[src/rtl/tamagotchi_action_arbiter.sv]
// Tamagotchi action arbiter: latches decay ticks and user request edges as
// sticky pending flags, grants one action at a time (decay first, user
// requests round-robin), then waits for the pet-state datapath to report
// completion (or times out) and cools down before the next grant.
module tamagotchi_action_arbiter #(
  parameter int TICK_DIV = 50000000,
  parameter int TEST_DIV = 500,
  parameter int TIMEOUT  = 1024,
  parameter int COOL_CYC = 4
) (
  input  logic       Clk,
  input  logic       Rst,
  input  logic       testBut,
  input  logic       feeding,
  input  logic       healing,
  input  logic       playing,
  input  logic       sleeping,
  input  logic       done,
  output logic       act_valid,
  output logic [2:0] act_code,
  output logic       busy,
  output logic [4:0] pending,
  output logic       timeout,
  output logic       tick_lost
);

  localparam int WW = $clog2(TIMEOUT) + 1;
  localparam int CW = $clog2(COOL_CYC) + 1;

  typedef enum logic [1:0] {IDLE, ISSUE, WAIT_DONE, COOLDOWN} state_t;

  state_t        state, state_nxt;

  // request/testBut sampling: p0 is the registered input, p1 its history
  logic [3:0]    req_p0, req_p1;
  logic [3:0]    armed;
  logic          primed;
  logic          tb_p0, tb_p1;

  logic [31:0]   tick_cnt;
  logic [31:0]   tick_div;
  logic          tb_chg;
  logic          tick;

  logic [WW-1:0] wait_cnt;
  logic [CW-1:0] cool_cnt;
  logic          wait_last, cool_last;

  logic [1:0]    rr_ptr;
  logic [3:0]    rise;

  logic          grant;
  logic          abort;
  logic [4:0]    clr_mask;
  logic [2:0]    win_code;
  logic [1:0]    win_idx;
  logic          win_user;

  // Register the raw level inputs and keep one cycle of history for edge
  // detection. A request only becomes armed after it has been seen low once
  // since reset, so a level held through reset cannot fake a rising edge.
  always_ff @(posedge Clk) begin
    if (!Rst) begin
      req_p0 <= '0;
      req_p1 <= '0;
      armed  <= '0;
      primed <= 1'b0;
      tb_p0  <= 1'b0;
      tb_p1  <= 1'b0;
    end else begin
      req_p0 <= {sleeping, playing, healing, feeding};
      req_p1 <= req_p0;
      primed <= 1'b1;
      if (primed) armed <= armed | ~req_p0;
      tb_p0  <= testBut;
      tb_p1  <= tb_p0;
    end
  end

  assign rise     = req_p0 & ~req_p1 & armed;
  assign tick_div = tb_p0 ? 32'(TEST_DIV) : 32'(TICK_DIV);
  assign tb_chg   = tb_p0 ^ tb_p1;
  assign tick     = !tb_chg && (tick_cnt == tick_div - 32'd1);

  // Decay tick divider; a mode change restarts the period from zero.
  always_ff @(posedge Clk) begin
    if (!Rst) begin
      tick_cnt <= '0;
    end else if (tb_chg || tick) begin
      tick_cnt <= '0;
    end else begin
      tick_cnt <= tick_cnt + 32'd1;
    end
  end

  assign wait_last = (wait_cnt == WW'(TIMEOUT - 1));
  assign cool_last = (cool_cnt == CW'(COOL_CYC - 1));

  // Winner selection: decay beats everything, user requests rotate starting
  // just after the last granted user action.
  always_comb begin
    logic [1:0] idx;
    logic       found;
    idx      = '0;
    found    = 1'b0;
    win_idx  = rr_ptr;
    win_user = 1'b0;
    win_code = 3'd0;
    if (pending[0]) begin
      win_code = 3'd1;
    end else begin
      for (int k = 1; k <= 4; k++) begin
        idx = rr_ptr + 2'(k);
        if (!found && pending[{1'b0, idx} + 3'd1]) begin
          found    = 1'b1;
          win_idx  = idx;
          win_user = 1'b1;
          win_code = {1'b0, idx} + 3'd2;
        end
      end
    end
  end

  // FSM state register.
  always_ff @(posedge Clk) begin
    if (!Rst) state <= IDLE;
    else      state <= state_nxt;
  end

  // FSM next-state and per-cycle control decisions.
  always_comb begin
    state_nxt = state;
    grant     = 1'b0;
    abort     = 1'b0;
    clr_mask  = '0;
    case (state)
      IDLE: begin
        if (|pending) begin
          grant     = 1'b1;
          state_nxt = ISSUE;
          if (win_user) clr_mask[{1'b0, win_idx} + 3'd1] = 1'b1;
          else          clr_mask[0] = 1'b1;
        end
      end
      ISSUE: state_nxt = WAIT_DONE;
      WAIT_DONE: begin
        if (done) begin
          state_nxt = COOLDOWN;
        end else if (wait_last) begin
          abort     = 1'b1;
          state_nxt = COOLDOWN;
        end
      end
      COOLDOWN: begin
        if (cool_last) state_nxt = IDLE;
      end
      default: state_nxt = IDLE;
    endcase
  end

  assign busy = (state != IDLE);

  // Registered outputs, sticky pending flags, counters and round-robin pointer.
  always_ff @(posedge Clk) begin
    if (!Rst) begin
      act_valid <= 1'b0;
      act_code  <= 3'd0;
      pending   <= '0;
      timeout   <= 1'b0;
      tick_lost <= 1'b0;
      wait_cnt  <= '0;
      cool_cnt  <= '0;
      rr_ptr    <= 2'd3;
    end else begin
      act_valid <= grant;
      timeout   <= abort;
      tick_lost <= tick & pending[0] & ~clr_mask[0];
      pending   <= (pending & ~clr_mask) | {rise, tick};
      if (grant) begin
        act_code <= win_code;
        if (win_user) rr_ptr <= win_idx;
      end else if (state == COOLDOWN && cool_last) begin
        act_code <= 3'd0;
      end
      if (state == WAIT_DONE) wait_cnt <= wait_cnt + WW'(1);
      else                    wait_cnt <= '0;
      if (state == COOLDOWN)  cool_cnt <= cool_cnt + CW'(1);
      else                    cool_cnt <= '0;
    end
  end

endmodule
[config.mk]
export PLATFORM = sky130hd
export DESIGN_NAME = tamagotchi_action_arbiter
export DESIGN_NICKNAME = d
export VERILOG_FILES = /design/src/rtl/tamagotchi_action_arbiter.sv
export SDC_FILE = /design/constraint.sdc
export NUM_CORES = 1
export LEC_CHECK = 0
export ABC_CLOCK_PERIOD_IN_PS = 2800
export CAP_MARGIN = 25
export CORE_UTILIZATION = 45
export DETAILED_ROUTE_END_ITERATION = 6
export PLACE_DENSITY = 0.67
export SLEW_MARGIN = 15
export SYNTH_ARGS = -nofsm -noshare
export SYNTH_HDL_FRONTEND = slang
export SYNTH_SLANG_ARGS = --single-unit
[constraint.sdc]
create_clock -name Clk -period 2.8 [get_ports Clk]
set_input_delay 0.56 -clock Clk [delete_from_list [all_inputs] [get_ports Clk]]
set_output_delay 0.56 -clock Clk [all_outputs]
set_load 0.01 [all_outputs]
# Word-level counts from Yosys, hierarchy flattened
# Cells that the tools add are included.
# W data, S select, Z words.
[totals]
ff_bits = 76
output_inout_bits = 12
in_bits = 8
[op_classes]
muxes = 46
n_eq_ne = 9
addsub = 16
n_lt_le_gt_ge = 6
bitwise_logic = 14
n_reduce_logical = 21
[op_table]
columns = ["op", "n"]
rows = [
  ["$add A32 B1 Y32 const B", 1],
  ["$eq A32 B32 Y1", 1],
  ["$sub A26 B1 Y27 const B", 1],
  ["$mux W26", 1],
  ["$mux W3", 7],
  ["$lt A3 B4 Y1 const B", 5],
  ["$mux W1", 20],
  ["$mux W2", 9],
  ["$add A2 B1 Y3 const B", 5],
  ["$add A2 B2 Y3 const B", 4],
  ["$bmux W1 S3", 4],
  ["$add A11 B1 Y11 const B", 1],
  ["$eq A11 B10 Y1 const B", 1],
  ["$mux W5", 2],
  ["$and A4 B4 Y4", 2],
  ["$not A4 Y4", 2],
  ["$pmux W2 S4", 1],
  ["$logic_and A1 B1 Y1", 6],
  ["$reduce_and A2 Y1", 3],
  ["$and A5 B5 Y5", 1],
  ["$not A5 Y5", 1],
  ["$or A5 B5 Y5", 1],
  ["$reduce_or A5 Y1", 1],
  ["$add A2 B2 Y2 const B", 2],
  ["21 further kinds", 30],
]

# Depth between registers and ports, before layout
# Gate-level depths: netlist of run 1.
[logic_depth]
word_depth = 29
depth_mapped = 12

# Least setup slack after synthesis of run 1
# No wires, ideal clock.
[synth_timing]
kind = "register to register"
start = "register rr_ptr[0]"
end = "register pending[3]"
setup_time_ns = 0.120
stages_incl_launch_ff = 12
n_path_buf = 1
slack_ns = 0.039
t_arrival_ns = 2.642
cell_sequence = "dfxtp_1 > inv_1 > ha_1 > buf_6 > mux2i_4 > o2bb2ai_2 > or2_4 > ha_1 > nand2b_1 > or2_1 > and3_1 > o31a_1"
[synth_between]
elab_chain_len = 29
[synth_lines]
columns = ["element", "line", "text"]
rows = [
  ["start, declared", "49", "logic [1:0] rr_ptr;"],
  ["start signal, assigned", "181", "if (win_user) rr_ptr <= win_idx;"],
  ["$add A2 B1 Y2", "113", "idx = rr_ptr + 2'(k);"],
  ["$add A2 B1 Y3", "114", "if (!found && pending[{1'b0, idx} + 3'd1]) begin"],
  ["$bmux W1 S3", "114", ""],
  ["$mux W1 (not written as such)", "114", ""],
  ["$mux W1", "114", ""],
  ["$mux W1", "109", "if (pending[0]) begin"],
  ["$logic_not A1 Y1", "114", ""],
  ["$logic_and A1 B1 Y1", "114", ""],
  ["(+13 left out)", "n/a", ""],
  ["$mux W1 (not written as such)", "141", "if (win_user) clr_mask[{1'b0, win_idx} + 3'd1] = 1'b1;"],
  ["$demux W1 S3", "141", ""],
  ["$mux W4 (*)", "141", ""],
  ["$mux W5 (*)", "138", "if (|pending) begin"],
  ["$mux W5 (*)", "136", "case (state)"],
  ["$not A5 Y5 (*)", "178", "pending <= (pending & ~clr_mask) | {rise, tick};"],
  ["$and A5 B5 Y5 (*)", "178", ""],
  ["$or A5 B5 Y5 (*)", "178", ""],
  ["end signal, assigned", "178", ""],
  ["end, declared", "22", "output logic [4:0] pending,"],
]
# Mark *: on every way between the ends. The rest lies on a longest branch, timed or not. The select of a mux whose other input is x is not followed.
# A chain may end at the register's enable or synchronous reset.

# Worst setup path in the final report of run 1
[layout_timing]
start = "register rr_ptr[1]"
end = "register pending[3]"
# Same word-level chain as after synthesis.

==> results of run 1 <==
[cell families (layout without fill, tap and decap cells)]
| logic type | Yosys count | after routing | synth area share |
|---|---|---|---|
| simple gates | 193 | 193 | 0.282 |
| flops | 76 | 76 | 0.419 |
| compound gates | 58 | 58 | 0.113 |
| xor+xnor | 37 | 37 | 0.0893 |
| buf+inv | 24 | 56 | 0.0293 |
| fa+ha+maj | 12 | 12 | 0.0414 |
| mux | 8 | 8 | 0.0259 |
[state kept, by name, summed over array words and instances (netlist names)]
| signal | cells |
|---|---|
| req_p0 | 4 |
| req_p1 | 4 |
| act_valid | 1 |
| cool_cnt | 3 |
| state | 2 |
| rr_ptr | 2 |
| armed | 4 |
| tick_cnt | 32 |
| act_code | 3 |
| tick_lost | 1 |
| primed | 1 |
| pending | 5 |
| wait_cnt | 11 |
| tb_p0 | 1 |
| timeout | 1 |
| tb_p1 | 1 |
[synth_stat cells, types with 8 or more instances]
cell     number  area share
nand3_1      19       0.026
nor2b_1       9       0.016
a21oi_1       8       0.011
and3_1       14       0.024
and2_1       13       0.022
o21ai_0      10       0.014
nor2_1       58       0.060
o21a_1        8       0.017
nand4_1      10       0.017
nor3_1        9       0.012
xnor2_1      17       0.041
inv_1        12       0.012
xor2_1       20       0.048
ha_1         12       0.041
nand2_1      26       0.027
dfxtp_1      76        0.42
[power by group through the flow]
stage                     Combinational, mW  Clock [mW]  Sequential [mW]
after global routing                  0.797       0.909             1.17
after CTS                             0.704       0.862             1.17
after floorplan                       0.514           0             1.19
after global placement                0.692           0             1.19
after detailed placement              0.701           0             1.19
final                                 0.729       0.834             1.17
[cell type report]
class	count	share of cell area
clock buffers	9	0.0296
clock inverters	7	0.0177
inverters	12	0.0108
multi-input cells	308	0.481
flip-flops and latches	76	0.364
well taps	102	0.0305
repair buffers	28	0.0664
[worst paths after layout]
path	cells past startpoint	slack [ns]	from	endpoint
worst min-delay path	1	0.44	cool_cnt[0]	cool_cnt[0]
worst max register to register	10	0.15	rr_ptr[1]	pending[3]
worst min register to register	1	0.44	cool_cnt[0]	cool_cnt[0]
worst max-delay path	10	0.15	rr_ptr[1]	pending[3]
[through the flow]
step | instances | setup slack [ns] | utilization | hold WS (ns) | power, mW
after global routing | 542 | 0.0523 | 0.538 | 0.460 | 2.88
after floorplan | 408 | 0.0388 | - | 0.397 | 1.71
after detailed placement | 525 | 0.101 | 0.508 | 0.432 | 1.89
after CTS | 541 | 0.0629 | 0.533 | 0.443 | 2.73
after global placement | 525 | 0.158 | 0.508 | 0.409 | 1.88
final | 542 | 0.151 | 0.538 | 0.439 | 2.73
[worst max-delay path, stage by stage (launching register included)]
cell and delay (ns):
dfxtp_1 0.34, inv_1 0.08, ha_4 0.30, mux2_2 0.35, o2bb2ai_2 0.14, or2_4 0.27, ha_1 0.28, nand2b_1 0.06
or2_1 0.24, and3_1 0.21, o31a_1 0.28
[per-layer routing]
metal / global-route usage / share of wire / wire, um / up-vias
met5: 0 / 0 / 0 / -
met4: 0.0586 / 0.010 / 74 / 0
met3: 0.0506 / 0.039 / 275 / 6
met2: 0.282 / 0.46 / 3240 / 47
met1: 0.245 / 0.50 / 3520 / 1340
li1: - / - / - / 1482
[repair_timing]
item	4_1_cts	5_1_grt
setup endpoints to repair	0	4
gates resized for setup	0	3
hold buffers	0	0
==> impl_metrics.env, run 1 <==
export IMPL_finalSetupViolations=0
export IMPL_htreeDepth=3
export IMPL_syn_area_per_cell_um2=8.89
export IMPL_track_usage=0.182
export IMPL_internal_power_mw=1.87
export IMPL_arrival_ns=2.88
export IMPL_rows=32
export IMPL_diodes=0
export IMPL_insertion_delay_ns=0.35
export IMPL_clk_pin_slew_ns=0.08
export IMPL_layout_drive_gt1_share=0.0909
export IMPL_finalSetupTns_ns=0
export IMPL_ys_types=60
export IMPL_grt_pass1_vias=2620
export IMPL_grt_start_max_net_pins=33
export IMPL_synthArstFlopShare=0
export IMPL_cp_max_fo=4
export IMPL_cp_required_ns=3.04
export IMPL_dpl_instance_area_um2=3940
export IMPL_fillers=752
export IMPL_synth_fp_nets=428
export IMPL_cts_path_max_buffers=2
export IMPL_slew_violations=0
export IMPL_tightest_slew_ns=0.492
export IMPL_io_pins=20
export IMPL_drtIter0Drc=105
export IMPL_viasPerCell=5.30
export IMPL_min_period_ns=2.65
export IMPL_maxCapViolations=0
export IMPL_min_path_type="register to register"
export IMPL_ys_seq_area_frac=0.419
export IMPL_drc_errors=0
export IMPL_num_vias=2875
export IMPL_swShare=0.313
export IMPL_yosys_register_bits=76
export IMPL_numCtsBuffers=9
export IMPL_port_buffer_count=19
export IMPL_critPathCaptureType="register"
export IMPL_power_leakage_nw=1.56
export IMPL_pwr_share_seq=0.427
export IMPL_rsz0062_at_grt="no"
export IMPL_dr_pass1_iters=4
export IMPL_power_switching_uw=854
export IMPL_slew_headroom=0.672
export IMPL_power_density_nw_per_um2=652
export IMPL_wl_mm=7.11
export IMPL_synthFlopType="dfxtp_1"
export IMPL_synth_cells=408
export IMPL_clockRootBuffer="clkbuf_8"
export IMPL_post_cts_setup_buffer_count=0
export IMPL_run_status="finished, final reports clean"
export IMPL_gp_congestion=0.927
export IMPL_gr_total_overflow=0
export IMPL_cts_tree="done"
export IMPL_dieHeight_um=91.8
export IMPL_seqCellArea_um2=1520
export IMPL_worstSetupPathType="register to register"
export IMPL_antenna_found_initial=0
export IMPL_fin_crit_sh=0.946
export IMPL_synth_warnings=0
export IMPL_final_common_cell="dfxtp_1"
export IMPL_clock_fmax_mhz=378
export IMPL_skew_ns=0.00944
export IMPL_die_area_um2=8420
export IMPL_initial_utilization=0.467
export IMPL_core_um2=7770
export IMPL_power_share_clock=0.306
export IMPL_multi_input_area_um2=2010
export IMPL_syn_area_um2=3630
export IMPL_final_nets=455
export IMPL_ir_drop_mv=0.310
export IMPL_clock_sinks=76
export IMPL_grt_pass1_wl_mm=12.2
export IMPL_startpoint_type="register"
export IMPL_synth_edf_count=0
export IMPL_die_width_um=91.8
export IMPL_post_route_cell_area_um2=4180
export IMPL_wl_per_cell_um=13.1
export IMPL_ant_nets=0
export IMPL_syn_to_final_growth_pct=15.3
export IMPL_hold_viol_final=0
export IMPL_dp_hpwl_mm=5.06
export IMPL_final_cell_mix="76 x dfxtp_1, 58 x nor2_1, 26 x nand2_1"
export IMPL_power_frac_comb=0.267
(Power assumes the default switching activity.)
==> inputs of run 2 (changes only) <==
==> config.mk (replaced) <==
export PLATFORM = sky130hd
export DESIGN_NAME = tamagotchi_action_arbiter
export DESIGN_NICKNAME = d
export VERILOG_FILES = /design/src/rtl/tamagotchi_action_arbiter.sv
export SDC_FILE = /design/constraint.sdc
export NUM_CORES = 1
export LEC_CHECK = 0
export ABC_CLOCK_PERIOD_IN_PS = 3200
export CAP_MARGIN = 25
export CORE_UTILIZATION = 62
export DETAILED_ROUTE_END_ITERATION = 6
export PLACE_DENSITY = 0.84
export SYNTH_ARGS = -nofsm -noshare
export SYNTH_HDL_FRONTEND = slang
export SYNTH_SLANG_ARGS = --single-unit
==> constraint.sdc (replaced) <==
create_clock -name Clk -period 3.2 [get_ports Clk]
set_input_delay 0.64 -clock Clk [delete_from_list [all_inputs] [get_ports Clk]]
set_output_delay 0.64 -clock Clk [all_outputs]
set_load 0.01 [all_outputs]
==> impl_metrics.env, run 2 (synthesized netlist as in run 1, its figures left out) <==
export IMPL_run_status="finished, final reports clean"
export IMPL_met3WireLength_um=397
export IMPL_num_vias=2905
export IMPL_die_area_um2=6160
export IMPL_skew_ns=0.0113
export IMPL_grt_pass1_wl_mm=12.2
export IMPL_rsz0062_at_grt="no"
export IMPL_power_switching_uw=755
export IMPL_min_path_type="register to register"
export IMPL_rows=27
export IMPL_power_frac_comb=0.265
export IMPL_clock_fmax_mhz=344
export IMPL_cpPeakStageDelay_ns=0.42
export IMPL_viasPerCell=5.72
export IMPL_io_pins=20
export IMPL_ir_drop_mv=0.394
export IMPL_ant_nets=0
export IMPL_crit_chain="inv_1 -> ha_1 -> mux2_2 -> o2bb2ai_2 -> or2_4 -> ha_1 -> nand2b_1 -> a21oi_1 -> o21ai_0 -> and3_1 -> o31a_1"
export IMPL_layout_drive_gt1_share=0.0803
export IMPL_top_layer="met4"
export IMPL_reg2reg_slack_ns=0.30
export IMPL_clock_sinks=76
export IMPL_worst_path_most_repeated_cell="ha_1"
export IMPL_tightest_slew_ns=0.590
export IMPL_slew_violations=0
export IMPL_largest_reg_flops=32
export IMPL_startpoint_type="register"
export IMPL_port_buffer_count=19
export IMPL_wl_per_cell_um=13.9
export IMPL_final_cell_mix="76 x dfxtp_1, 58 x nor2_1, 26 x nand2_1"
export IMPL_reg_top3="tick_cnt (32), wait_cnt (11), pending (5)"
export IMPL_dieHeight_um=78.5
export IMPL_power_share_clock=0.289
export IMPL_initial_utilization=0.651
export IMPL_cts_path_max_buffers=2
export IMPL_dp_cells=492
export IMPL_drtIter0Drc=158
export IMPL_post_route_cell_area_um2=4060
export IMPL_worstSetupPathType="register to register"
export IMPL_dr_pass1_iters=4
export IMPL_power_leakage_nw=1.52
export IMPL_grt_pass1_vias=2713
export IMPL_dp_hpwl_mm=5.01
export IMPL_finalSetupTns_ns=0
export IMPL_antenna_found_initial=0
export IMPL_largest_register="tick_cnt"
export IMPL_dr_wl_met2_mm=3.27
export IMPL_swShare=0.329
export IMPL_cts_hold_buf=0
export IMPL_cp_required_ns=3.43
export IMPL_cp_max_fo=6
export IMPL_track_usage=0.250
export IMPL_final_common_cell="dfxtp_1"
export IMPL_critPathSlowestCell="dfxtp_1"
export IMPL_min_period_ns=2.90
export IMPL_fin_util=0.729
export IMPL_dpl_instance_area_um2=3880
export IMPL_drt_met1_wl_mm=3.29
export IMPL_clockRootBuffer="clkbuf_8"
export IMPL_finalSetupViolations=0
export IMPL_slew_headroom=0.606
export IMPL_post_cts_setup_buffer_count=0
export IMPL_power_density_nw_per_um2=565
export IMPL_internal_power_mw=1.54
export IMPL_reg2regPathDepth=11
export IMPL_cts_tree="done"
export IMPL_final_cells=508
export IMPL_numCtsBuffers=9
export IMPL_insertion_delay_ns=0.35
export IMPL_gr_total_overflow=0
export IMPL_whs_path_depth=1
export IMPL_syn_to_final_growth_pct=12.0
export IMPL_grt_start_max_net_pins=33
export IMPL_post_cts_resized=0
export IMPL_hold_viol_final=0
export IMPL_die_width_um=78.5
export IMPL_final_nets=451
export IMPL_clk_pin_slew_ns=0.08
export IMPL_core_um2=5570
export IMPL_pwr_share_seq=0.445
export IMPL_fin_crit_sh=0.907
export IMPL_gp_congestion=0.888
export IMPL_drc_errors=0
export IMPL_diodes=0
export IMPL_maxCapViolations=0
export IMPL_arrival_ns=3.14
export IMPL_htreeDepth=3
export IMPL_critPathCaptureType="register"
export IMPL_wl_mm=7.06
-- run 2: cell types whose count changed in the layout (fill, tap and decap cells not counted), sizes merged --
cell,before,now
clkinv,3,0
buf,9,5
bufinv,1,0
clkinvlp,1,4
inv,14,15
-- run 2: worst paths after layout --
kind,startpoint,to
setup / recovery,rr_ptr[1],pending[3]
hold / removal,cool_cnt[0],cool_cnt[0]
setup reg to reg,rr_ptr[1],pending[3]
hold reg to reg,cool_cnt[0],cool_cnt[0]
-- run 2: through the flow --
step	hold slack [ns]	total power, mW	worst slack (ns)
3_3_place_gp	0.409	1.64	0.387
6_report	0.432	2.30	0.296
2_1_floorplan	0.397	1.49	0.439
5_1_grt	0.469	2.42	0.109
4_1_cts	0.431	2.31	0.300
3_5_place_dp	0.419	1.65	0.327
-- run 2: worst max-delay path: cells and delay by family, from the launching register on --
kind | cells | cell delay [ns]
AOI/OAI and AO/OA | 4 | 0.66
adders and majority gates | 2 | 0.67
DFF | 1 | 0.42
and+or+nand+nor | 3 | 0.54
buffers and inverters | 1 | 0.12
muxes | 1 | 0.38
-- run 2: power by group through the flow --
stage	clock, mW	combinational, mW	sequential, mW
after floorplan	0	0.449	1.04
after global placement	0	0.595	1.04
after detailed placement	0	0.601	1.05
after CTS	0.682	0.604	1.02
after global routing	0.724	0.664	1.03
final	0.665	0.609	1.02
-- run 2: cell type report --
cell class / count / area [um2]
multi-input combinational: 308 / 2000
sequential: 76 / 1520
fill: 415 / 1510
timing repair buffer: 24 / 228
clock buffer: 9 / 124
tap: 72 / 90.1
clock inverter: 7 / 56.3
inverter: 12 / 45.0
-- run 2: layer usage --
| metal | up-vias | global-route usage |
|---|---|---|
| li1 | 1468 | - |
| met1 | 1326 | 0.321 |
| met2 | 100 | 0.397 |
| met3 | 11 | 0.0628 |
| met4 | 0 | 0.109 |
| met5 | - | 0 |
==> inputs of run 3 (changes only) <==
--- a/config.mk
+++ b/config.mk
@@ -7,9 +7,10 @@
 export LEC_CHECK = 0
 export ABC_CLOCK_PERIOD_IN_PS = 3200
 export CAP_MARGIN = 25
-export CORE_UTILIZATION = 62
+export CORE_UTILIZATION = 50
 export DETAILED_ROUTE_END_ITERATION = 6
-export PLACE_DENSITY = 0.84
+export PLACE_DENSITY = 0.71
+export SLEW_MARGIN = 15
 export SYNTH_ARGS = -nofsm -noshare
 export SYNTH_HDL_FRONTEND = slang
 export SYNTH_SLANG_ARGS = --single-unit
==> impl_metrics.env, run 3 (synthesized netlist as in run 1, its figures left out) <==
export IMPL_run_status="finished, final reports clean"
export IMPL_ant_nets=0
export IMPL_numCtsBuffers=9
export IMPL_track_usage=0.204
export IMPL_top_layer="met4"
export IMPL_min_period_ns=2.91
export IMPL_crit_chain="inv_1 -> ha_1 -> mux2_2 -> o2bb2ai_2 -> or2_4 -> ha_1 -> nand2b_1 -> a21oi_1 -> o21ai_0 -> and3_1 -> o31a_1"
export IMPL_insertion_delay_ns=0.35
export IMPL_largest_reg_flops=32
export IMPL_grt_start_max_net_pins=33
export IMPL_cp_max_fo=6
export IMPL_clock_sinks=76
export IMPL_ir_drop_mv=0.287
export IMPL_cpPeakStageDelay_ns=0.43
export IMPL_arrival_ns=3.15
export IMPL_gr_total_overflow=0
export IMPL_post_cts_setup_buffer_count=0
export IMPL_cts_path_max_buffers=2
export IMPL_layout_drive_gt1_share=0.0780
export IMPL_fin_util=0.599
export IMPL_dp_hpwl_mm=4.88
export IMPL_finalSetupViolations=0
export IMPL_drtIter0Drc=112
export IMPL_clockRootBuffer="clkbuf_8"
export IMPL_dieHeight_um=87.2
export IMPL_slew_violations=0
export IMPL_initial_utilization=0.525
export IMPL_htreeDepth=3
export IMPL_port_buffer_count=19
export IMPL_antenna_found_initial=0
export IMPL_clock_fmax_mhz=343
export IMPL_cts_hold_buf=0
export IMPL_grt_pass1_wl_mm=12.2
export IMPL_wl_per_cell_um=13.1
export IMPL_power_density_nw_per_um2=589
export IMPL_critPathSlowestCell="dfxtp_1"
export IMPL_maxCapViolations=0
export IMPL_fin_crit_sh=0.910
export IMPL_worstSetupPathType="register to register"
export IMPL_critPathCaptureType="register"
export IMPL_startpoint_type="register"
export IMPL_dr_pass1_iters=4
export IMPL_slew_headroom=0.624
export IMPL_syn_to_final_growth_pct=14.0
export IMPL_hold_viol_final=0
export IMPL_die_width_um=87.2
export IMPL_grt_pass1_vias=2705
export IMPL_rows=30
export IMPL_io_pins=20
export IMPL_critPathBufInv=1
export IMPL_dr_wl_met2_mm=3.25
export IMPL_cpLargestDelayFamily="adder cells"
export IMPL_min_path_type="register to register"
export IMPL_diodes=0
export IMPL_skew_ns=0.0110
export IMPL_drt_met1_wl_mm=3.41
export IMPL_met3WireLength_um=246
export IMPL_die_area_um2=7600
export IMPL_worst_path_most_repeated_cell="ha_1"
export IMPL_rsz0062_at_grt="no"
export IMPL_viasPerCell=5.39
export IMPL_final_common_cell="dfxtp_1"
export IMPL_finalSetupTns_ns=0
export IMPL_tightest_slew_ns=0.563
export IMPL_final_cell_mix="76 x dfxtp_1, 58 x nor2_1, 26 x nand2_1"
export IMPL_gp_congestion=0.903
export IMPL_power_leakage_nw=1.55
export IMPL_reg_top3="tick_cnt (32), wait_cnt (11), pending (5)"
export IMPL_post_cts_resized=0
export IMPL_final_nets=451
export IMPL_num_vias=2870
export IMPL_core_um2=6910
export IMPL_cts_tree="done"
export IMPL_wl_mm=6.98
export IMPL_largest_register="tick_cnt"
export IMPL_clk_pin_slew_ns=0.08
export IMPL_drc_errors=0
export IMPL_cp_required_ns=3.44
[run 3: cell types whose count changed in the layout (fill, tap and decap cells not counted)]
cell and delta:
inv_6 -1, bufinv_16 +2, clkinv_4 +2, clkinvlp_4 -4, clkbuf_1 +1
[run 3: routing by layer]
metal | vias up | GRT usage
li1 | 1476 | -
met1 | 1347 | 0.265
met2 | 42 | 0.337
met3 | 5 | 0.0540
met4 | 0 | 0.0537
met5 | - | 0
[run 3: layout make-up]
| type | count | area (um2) |
|---|---|---|
| multi-input cells | 308 | 2000 |
| flip-flops and latches | 76 | 1520 |
| inverters | 12 | 45.0 |
| fillers | 660 | 2770 |
| clock inverters | 6 | 95.1 |
| repair buffers | 24 | 228 |
| clock buffers | 10 | 128 |
| well taps | 96 | 120 |
[run 3: where the power goes]
part           leakage (nW)  switching, mW  internal [mW]
logic                 0.819          0.340          0.266
clock network         0.111          0.362          0.447
registers             0.617         0.0343          0.989
total                  1.55          0.736           1.70
[run 3: path summary, 6_finish.rpt]
check,depth (start not counted),slack [ns],to,start
hold / removal,1,0.42,cool_cnt[0],cool_cnt[0]
setup reg to reg,11,0.29,pending[3],rr_ptr[1]
hold reg to reg,1,0.42,cool_cnt[0],cool_cnt[0]
setup / recovery,11,0.29,pending[3],rr_ptr[1]
[run 3: per-stage QoR]
| step | hold WS [ns] | worst slack, ns | std cells | total power, mW | area, um2 |
|---|---|---|---|---|---|
| after floorplan | 0.397 | 0.439 | 408 | 1.49 | 3630 |
| after global placement | 0.408 | 0.374 | 516 | 1.64 | 3910 |
| after detailed placement | 0.409 | 0.329 | 516 | 1.64 | 3910 |
| after CTS | 0.422 | 0.292 | 532 | 2.45 | 4140 |
| after global routing | 0.451 | 0.0867 | 532 | 2.57 | 4140 |
| final | 0.420 | 0.288 | 532 | 2.44 | 4140 |
[run 3: worst register-to-register path: stages (launching register included)]
cell and delay [ns]:
dfxtp_1 0.43, inv_1 0.12, ha_1 0.40, mux2_2 0.38
o2bb2ai_2 0.14, or2_4 0.27, ha_1 0.27, nand2b_1 0.07
a21oi_1 0.11, o21ai_0 0.14, and3_1 0.21, o31a_1 0.27
